[config.mk]
export PLATFORM = sky130hd
export DESIGN_NAME = cpu6_timer
export DESIGN_NICKNAME = d
export VERILOG_FILES = /design/src/rtl/cpu6_timer_pkg.sv /design/src/rtl/cpu6_tmr_presc.sv /design/src/rtl/cpu6_timer.sv
export SDC_FILE = /design/constraint.sdc
export NUM_CORES = 1
export LEC_CHECK = 0
export BUFFER_PORTS_ARGS = -buffer_cell sky130_fd_sc_hd__buf_4
export CAP_MARGIN = 20
export CORE_MARGIN = 5
export CORE_UTILIZATION = 56
export DETAILED_ROUTE_END_ITERATION = 12
export PLACE_DENSITY = 0.74
export SETUP_SLACK_MARGIN = 0.2
export SLEW_MARGIN = 20
export SYNTH_ARGS = -nofsm -noshare
export SYNTH_HDL_FRONTEND = slang
export SYNTH_SLANG_ARGS = --single-unit
[constraint.sdc]
create_clock -name clk -period 3.5 [get_ports clk]
set_input_delay 0 -clock clk [delete_from_list [all_inputs] [get_ports clk]]
set_output_delay 0 -clock clk [all_outputs]
set_load 0.03 [all_outputs]
[src/rtl/cpu6_timer_pkg.sv]
// cpu6_timer_pkg: shared constants for the cpu6 machine timer.
//   Register window offsets, CTRL field positions and reset values used by
//   cpu6_timer and cpu6_tmr_presc.
package cpu6_timer_pkg;

  localparam int unsigned CPU6_TMR_ADDR_W = 32;
  localparam int unsigned CPU6_TMR_DATA_W = 32;
  localparam int unsigned CPU6_TMR_OFF_W  = 5;
  localparam int unsigned CPU6_TMR_TIME_W = 64;

  // Byte offsets inside the 32-byte register window
  localparam logic [CPU6_TMR_OFF_W-1:0] CPU6_TMR_OFF_MTIME_LO    = 5'h00;
  localparam logic [CPU6_TMR_OFF_W-1:0] CPU6_TMR_OFF_MTIME_HI    = 5'h04;
  localparam logic [CPU6_TMR_OFF_W-1:0] CPU6_TMR_OFF_MTIMECMP_LO = 5'h08;
  localparam logic [CPU6_TMR_OFF_W-1:0] CPU6_TMR_OFF_MTIMECMP_HI = 5'h0C;
  localparam logic [CPU6_TMR_OFF_W-1:0] CPU6_TMR_OFF_CTRL        = 5'h10;

  // CTRL register bit positions
  localparam int unsigned CPU6_TMR_CTRL_CNT_EN     = 0;
  localparam int unsigned CPU6_TMR_CTRL_IRQ_EN     = 1;
  localparam int unsigned CPU6_TMR_CTRL_PRESC_LOW  = 8;

  localparam logic [CPU6_TMR_TIME_W-1:0] CPU6_TMR_MTIMECMP_RST = 64'hFFFF_FFFF_FFFF_FFFF;

endpackage

[src/rtl/cpu6_tmr_presc.sv]
// cpu6_tmr_presc: programmable prescaler for the machine timer.
//   clk   - core clock
//   reset - synchronous, active-high
//   en    - count enable (CTRL.CNT_EN)
//   clr   - restart the count (CTRL write this cycle); also blocks tick
//   presc - terminal count; a tick is produced every presc+1 enabled cycles
//   tick  - combinational one-cycle strobe, qualified by en and clr
module cpu6_tmr_presc #(
  parameter int unsigned PRESC_W = 8
) (
  input  logic               clk,
  input  logic               reset,
  input  logic               en,
  input  logic               clr,
  input  logic [PRESC_W-1:0] presc,
  output logic               tick
);

  logic [PRESC_W-1:0] cnt;
  logic               atTerm;

  assign atTerm = (cnt == presc);
  assign tick   = en & ~clr & atTerm;

  // Count register: clear wins, then hold when disabled
  always_ff @(posedge clk) begin
    if (reset) begin
      cnt <= '0;
    end else if (clr) begin
      cnt <= '0;
    end else if (en) begin
      cnt <= atTerm ? '0 : cnt + PRESC_W'(1);
    end
  end

endmodule

[src/rtl/cpu6_timer.sv]
// cpu6_timer: memory-mapped machine timer on the MEM-stage data port.
//   clk        - core clock
//   reset      - synchronous, active-high
//   dataaddrM  - MEM-stage byte address
//   writedataM - MEM-stage store data
//   memwriteM  - full-word store strobe
//   readdataM  - combinational read data (0 unless aligned hit)
//   tmr_selM   - combinational window hit, SoC read-mux select
//   tmr_irq_r  - registered level interrupt: IRQ_EN & (mtime >= mtimecmp)
module cpu6_timer
  import cpu6_timer_pkg::*;
#(
  parameter logic [31:0] BASE_ADDR = 32'hFFFF_0000,
  parameter int unsigned PRESC_W   = 8
) (
  input  logic                       clk,
  input  logic                       reset,
  input  logic [CPU6_TMR_ADDR_W-1:0] dataaddrM,
  input  logic [CPU6_TMR_DATA_W-1:0] writedataM,
  input  logic                       memwriteM,
  output logic [CPU6_TMR_DATA_W-1:0] readdataM,
  output logic                       tmr_selM,
  output logic                       tmr_irq_r
);

  logic                       hit;
  logic                       aligned;
  logic [CPU6_TMR_OFF_W-1:0]  off;
  logic                       wrEn;
  logic                       wrMtimeLo;
  logic                       wrMtimeHi;
  logic                       wrCmpLo;
  logic                       wrCmpHi;
  logic                       wrCtrl;

  logic [CPU6_TMR_TIME_W-1:0] mtimeQ;
  logic [CPU6_TMR_TIME_W-1:0] mtimeNext;
  logic [CPU6_TMR_TIME_W-1:0] mtimecmpQ;
  logic                       cntEnQ;
  logic                       irqEnQ;
  logic [PRESC_W-1:0]         prescQ;
  logic                       tick;
  logic [CPU6_TMR_DATA_W-1:0] ctrlWord;

  // Address decode; selection covers misaligned addresses, access does not
  assign hit      = (dataaddrM[31:5] == BASE_ADDR[31:5]);
  assign aligned  = (dataaddrM[1:0] == 2'b00);
  assign off      = dataaddrM[4:0];
  assign tmr_selM = hit;

  assign wrEn      = memwriteM & hit & aligned;
  assign wrMtimeLo = wrEn & (off == CPU6_TMR_OFF_MTIME_LO);
  assign wrMtimeHi = wrEn & (off == CPU6_TMR_OFF_MTIME_HI);
  assign wrCmpLo   = wrEn & (off == CPU6_TMR_OFF_MTIMECMP_LO);
  assign wrCmpHi   = wrEn & (off == CPU6_TMR_OFF_MTIMECMP_HI);
  assign wrCtrl    = wrEn & (off == CPU6_TMR_OFF_CTRL);

  cpu6_tmr_presc #(
    .PRESC_W(PRESC_W)
  ) uPresc (
    .clk  (clk),
    .reset(reset),
    .en   (cntEnQ),
    .clr  (wrCtrl),
    .presc(prescQ),
    .tick (tick)
  );

  // A software write to either mtime half overrides that cycle's increment
  always_comb begin
    mtimeNext = mtimeQ;
    if (wrMtimeLo) begin
      mtimeNext[31:0] = writedataM;
    end else if (wrMtimeHi) begin
      mtimeNext[63:32] = writedataM;
    end else if (tick) begin
      mtimeNext = mtimeQ + 64'd1;
    end
  end

  // Timer registers and interrupt flop
  always_ff @(posedge clk) begin
    if (reset) begin
      mtimeQ    <= '0;
      mtimecmpQ <= CPU6_TMR_MTIMECMP_RST;
      cntEnQ    <= 1'b0;
      irqEnQ    <= 1'b0;
      prescQ    <= '0;
      tmr_irq_r <= 1'b0;
    end else begin
      mtimeQ <= mtimeNext;
      if (wrCmpLo) mtimecmpQ[31:0]  <= writedataM;
      if (wrCmpHi) mtimecmpQ[63:32] <= writedataM;
      if (wrCtrl) begin
        cntEnQ <= writedataM[CPU6_TMR_CTRL_CNT_EN];
        irqEnQ <= writedataM[CPU6_TMR_CTRL_IRQ_EN];
        prescQ <= writedataM[CPU6_TMR_CTRL_PRESC_LOW +: PRESC_W];
      end
      tmr_irq_r <= irqEnQ & (mtimeQ >= mtimecmpQ);
    end
  end

  // CTRL read image; unused bits read 0
  always_comb begin
    ctrlWord                                      = '0;
    ctrlWord[CPU6_TMR_CTRL_CNT_EN]                = cntEnQ;
    ctrlWord[CPU6_TMR_CTRL_IRQ_EN]                = irqEnQ;
    ctrlWord[CPU6_TMR_CTRL_PRESC_LOW +: PRESC_W]  = prescQ;
  end

  // Zero-latency read mux
  always_comb begin
    readdataM = '0;
    if (hit && aligned) begin
      case (off)
        CPU6_TMR_OFF_MTIME_LO:    readdataM = mtimeQ[31:0];
        CPU6_TMR_OFF_MTIME_HI:    readdataM = mtimeQ[63:32];
        CPU6_TMR_OFF_MTIMECMP_LO: readdataM = mtimecmpQ[31:0];
        CPU6_TMR_OFF_MTIMECMP_HI: readdataM = mtimecmpQ[63:32];
        CPU6_TMR_OFF_CTRL:        readdataM = ctrlWord;
        default:                  readdataM = '0;
      endcase
    end
  end

endmodule

==> impl_metrics.xml <==
<?xml version="1.0" encoding="UTF-8"?>
<metrics>
  <group name="die">
    <metric name="initial_utilization" unit="%">56.47</metric>
    <metric name="die_width" unit="µm">141.4</metric>
    <metric name="fp.coreArea" unit="mm²">0.01712</metric>
    <metric name="rows" unit="">48</metric>
    <metric name="io_pins" unit="">101</metric>
    <metric name="floorplan.die_area" unit="mm²">0.01999</metric>
    <metric name="floorplan.die.height" unit="µm">141.4</metric>
  </group>
  <group name="drt">
    <metric name="detailroute.wirelength.met2" unit="mm">15.60</metric>
    <metric name="met3_length" unit="mm">3.636</metric>
    <metric name="first_pass_detailed_route_iteration_total" unit="">9</metric>
    <metric name="route.layer.met1.wl" unit="mm">13.63</metric>
    <metric name="detail-route-antenna-nets" unit="">0</metric>
    <metric name="via_count" unit="">10687</metric>
    <metric name="first_iter_violations" unit="">1144</metric>
    <metric name="vias_per_std_cell" unit="">6.569</metric>
    <metric name="highest-signal-layer" unit="">met4</metric>
    <metric name="wirelength" unit="mm">34.67</metric>
    <metric name="routed_wire_length_per_instance" unit="µm">21.31</metric>
    <metric name="detail_route.drc_violations" unit="">0</metric>
  </group>
  <group name="clock_network">
    <metric name="cts-htree-levels" unit="">4</metric>
    <metric name="count_of_instances_resized_after_the_clock_tree_is_built" unit="">0</metric>
    <metric name="insertion_delay" unit="ns">0.44</metric>
    <metric name="clock_path_buffers" unit="">2</metric>
    <metric name="cts_inserted_buffers" unit="">17</metric>
    <metric name="path_clk_slew" unit="ns">0.07</metric>
    <metric name="ctsHoldBuffers" unit="">33</metric>
    <metric name="cts_tree" unit="">done</metric>
    <metric name="cts_sinks" unit="">147</metric>
    <metric name="clock_tree.root_cell" unit="">clkbuf_16</metric>
    <metric name="post_cts_buffers" unit="">0</metric>
  </group>
  <group name="placed_design">
    <metric name="dp_hpwl" unit="mm">24.48</metric>
    <metric name="globalplace.congestion" unit="">1.003</metric>
    <metric name="worst_setup_slack_after_placement" unit="ns">0.7023</metric>
    <metric name="post-place-cells" unit="">1562</metric>
    <metric name="placement.io_buffers" unit="">100</metric>
  </group>
  <group name="final_layout">
    <metric name="final_cell_count_no_fill" unit="">1627</metric>
    <metric name="layout-drive-gt1-share" unit="%">14.34</metric>
    <metric name="layout.nets" unit="">1522</metric>
    <metric name="antenna_cells_inserted" unit="">0</metric>
    <metric name="areaGrowthSynthToFinish" unit="%">19.55</metric>
  </group>
  <group name="min_path">
    <metric name="hp-start" unit="">dataaddrM[4]</metric>
    <metric name="worstHoldEndpoint" unit="">mtimeQ[10]$_SDFFE_PP0P_</metric>
    <metric name="holdPathStages" unit="">4</metric>
    <metric name="timing.hold.worst.class" unit="">primary input to register</metric>
  </group>
  <group name="setup_path">
    <metric name="cp_cell_sequence" unit="">and4_1 &gt; nand2_1 &gt; or4b_1 &gt; nor2_2 &gt; nand2_1 &gt; or4_1 &gt; a31oi_1</metric>
    <metric name="path_buf_inv" unit="">0</metric>
    <metric name="crit_required" unit="ns">3.85</metric>
    <metric name="critPathKind" unit="">register to register</metric>
    <metric name="reg2reg_to" unit="">mtimeQ[39]$_SDFFE_PP0P_</metric>
    <metric name="critPathArrivalTime" unit="ns">3.16</metric>
    <metric name="worstPathMaxFanout" unit="">7</metric>
    <metric name="timing.reg2reg.worst_path_depth" unit="">7</metric>
    <metric name="worst_path_dominant_cell_family" unit="">simple AND/OR/NAND/NOR gates</metric>
    <metric name="crit_path_end_kind" unit="">register</metric>
    <metric name="cpMaxStageDelayCell" unit="">or4b_1</metric>
    <metric name="r2r-start" unit="">mtimeQ[14]$_SDFFE_PP0P_</metric>
    <metric name="cp-start-kind" unit="">register</metric>
    <metric name="cpMostUsedCell" unit="">nand2_1</metric>
    <metric name="slowest_delay" unit="ns">0.67</metric>
    <metric name="regToRegSetupSlack" unit="ns">0.69</metric>
    <metric name="critical_path_cell_count" unit="">7</metric>
  </group>
  <group name="sta">
    <metric name="finalMaxSlewViolations" unit="">0</metric>
    <metric name="timing.fmax" unit="MHz">355.8</metric>
    <metric name="finalSetupViolCount" unit="">0</metric>
    <metric name="hold_violations" unit="">0</metric>
    <metric name="post-route-period-util" unit="%">80.30</metric>
    <metric name="finalSetupTns" unit="ns">0</metric>
    <metric name="slew_headroom" unit="%">37.99</metric>
    <metric name="final_period_minus_worst_setup_slack" unit="ns">2.810</metric>
    <metric name="tightest_slew" unit="ns">0.9216</metric>
    <metric name="fin_worst_skew" unit="ns">0.008972</metric>
    <metric name="smallest_setup_slack_after_layout" unit="ns">0.6895</metric>
    <metric name="grt_setup_unrepaired" unit="">false</metric>
  </group>
  <group name="synthesis">
    <metric name="flops_latches_synth" unit="">147</metric>
    <metric name="mappedNetlistNets" unit="">1417</metric>
    <metric name="synth.distinct_cells" unit="">67</metric>
    <metric name="synth_edf_count" unit="">0</metric>
    <metric name="synthesis.instances" unit="">1284</metric>
    <metric name="yosysWarnings" unit="">0</metric>
    <metric name="synthFlopType" unit="">dfxtp_1</metric>
    <metric name="postSynthAreaPerCell" unit="µm²">7.528</metric>
    <metric name="post_synth_instance_area" unit="mm²">0.009666</metric>
    <metric name="synth-seq-area-share" unit="%">30.45</metric>
    <metric name="synth_async_sr_flop_share" unit="%">0</metric>
  </group>
  <group name="global_route">
    <metric name="first_global_vias" unit="">10016</metric>
    <metric name="grt_first_pass_wirelength" unit="mm">54.32</metric>
    <metric name="globalRouteOverflowTotal" unit="">0</metric>
    <metric name="grt_max_degree" unit="">69</metric>
    <metric name="grt_antenna_before_repair" unit="">0</metric>
    <metric name="globalRouteTotalUtil" unit="%">34.34</metric>
  </group>
  <group name="power">
    <metric name="power_density" unit="mW/mm²">319.7</metric>
    <metric name="seq_power_share" unit="%">45.3</metric>
    <metric name="power.switching_fraction" unit="%">24.68</metric>
    <metric name="vdd.ir_drop.worst" unit="µV">337.4</metric>
    <metric name="power.share.clock" unit="%">48.6</metric>
    <metric name="net-switching-power" unit="µW">911.6</metric>
    <metric name="power_report.internal_total" unit="µW">2782</metric>
    <metric name="p_leak" unit="µW">0.005024</metric>
    <metric name="power.combinational.fraction" unit="%">6.1</metric>
  </group>
  <group name="outcome">
    <metric name="run_status" unit="">completed</metric>
  </group>
  <group name="job">
    <metric name="max_cap_viol_count" unit="">0</metric>
  </group>
</metrics>
state kept, by name, summed over array words and instances, names as in the netlist:
register	count
mtimeQ	64
mtimecmpQ	64
prescQ	8
uPresc.cnt	8
cntEnQ	1
irqEnQ	1
tmr_irq_r	1
worst min-delay path, stage by stage:
cell     delay [ns]
buf_4          0.24
nor3_4         0.12
nand2_1        0.08
a21oi_1        0.06
per-layer routing:
layer	up-vias	GRT usage [%]
li1	4926	-
met1	4976	43.77
met2	649	54.83
met3	136	7.449
met4	0	17.58
met5	-	0
power by group through the flow:
| stage | logic (µW) | registers (µW) | clock network (µW) |
|---|---|---|---|
| 2_1_floorplan | 70.3 | 1710 | 0 |
| 3_3_place_gp | 188 | 1710 | 0 |
| 3_5_place_dp | 188 | 1710 | 0 |
| 4_1_cts | 219 | 1670 | 1790 |
| 5_1_grt | 236 | 1670 | 1870 |
| 6_report | 225 | 1670 | 1800 |
worst max path at each step:
stage               slack (ns)                      end               startpoint
global placement          0.68            readdataM[15]            dataaddrM[14]
global route              0.45  mtimeQ[42]$_SDFFE_PP0P_   mtimeQ[1]$_SDFFE_PP0P_
detailed placement        0.70  mtimeQ[24]$_SDFFE_PP0P_            dataaddrM[14]
finish                    0.69  mtimeQ[39]$_SDFFE_PP0P_  mtimeQ[14]$_SDFFE_PP0P_
CTS                       0.75  mtimeQ[39]$_SDFFE_PP0P_  mtimeQ[14]$_SDFFE_PP0P_
floorplan                 1.17  mtimeQ[39]$_SDFFE_PP0P_  mtimeQ[17]$_SDFFE_PP0P_
final cells by class:
type                       count  area, µm²
inverter                      74      277.8
tap                          225      281.5
multi-input combinational    976       6095
fill                        1478       5562
clock buffer                  20      456.7
clock inverter                12      107.6
sequential                   147       2943
timing repair buffer         173       1394
Yosys cell counts, types with 8 or more instances:
cell type / instances / area [µm²]
a211oi_1: 16 / 120.1
a21o_1: 24 / 180.2
a21oi_1: 82 / 410.4
a222oi_1: 22 / 220.2
a22oi_1: 12 / 90.09
a31oi_1: 32 / 200.2
and3_1: 16 / 100.1
and4_1: 12 / 105.1
buf_1: 10 / 37.54
buf_2: 22 / 110.1
clkbuf_1: 53 / 198.9
dfxtp_1: 147 / 2943
ha_1: 66 / 825.8
inv_1: 73 / 274.0
mux2_2: 8 / 90.09
nand2_1: 203 / 762.0
nand3_1: 42 / 210.2
nand4_1: 38 / 237.7
nor2_1: 83 / 311.6
nor3_1: 15 / 75.07
nor4_1: 16 / 100.1
o211ai_1: 66 / 495.5
o21a_1: 8 / 60.06
o21ai_0: 80 / 400.4
o21ai_1: 12 / 60.06
or3_1: 10 / 62.56
or4_1: 8 / 60.06
xnor2_1: 13 / 113.9
xor2_1: 20 / 175.2
logic make-up (layout without fill, tap and decap cells):
logic type	after synthesis	in the layout	synth area share, %
AO/OA/AOI/OAI	389	389	26.38
XOR/XNOR	33	33	2.990
adder cells (fa/ha/maj)	66	66	8.544
buffers and inverters	161	279	6.615
flip-flops	147	147	30.45
multiplexers	10	10	1.139
AND/OR/NAND/NOR	478	478	23.88
per-stage QoR:
stage	hold slack (ns)	utilization, %	cell area (µm²)	total power (µW)
after floorplan	0.1285	-	9666	1780
after global placement	0.2653	62.27	10660	1898
after detailed placement	0.2715	62.28	10660	1898
after CTS	0.1164	67.51	11550	3681
after global routing	0.1299	67.51	11550	3777
final	0.1331	67.51	11550	3694
layout by cell type (no fill, tap or decap), types with 4 or more instances in the layout:
cell,instances
o211ai_1,66
o21ai_0,80
a222oi_1,22
nand3_1,42
nor3_1,15
mux2_2,8
nor2b_1,5
inv_1,73
buf_4,139
o31ai_1,6
a31oi_1,32
or3_1,10
and4_1,10
ha_1,66
nor2_1,82
clkbuf_16,17
a41oi_1,4
dlygate4sd3_1,33
and2_1,5
nand2_1,203
xor2_1,20
a21o_1,24
a21oi_1,82
nand4_1,38
o21a_1,8
xnor2_1,13
nand2b_1,6
o21ai_1,12
clkinvlp_4,6
a22oi_1,12
nor4_1,16
and3_1,16
dfxtp_1,147
a211oi_1,16
or4_1,8
No activity file was read; power rests on OpenSTA's default activity.
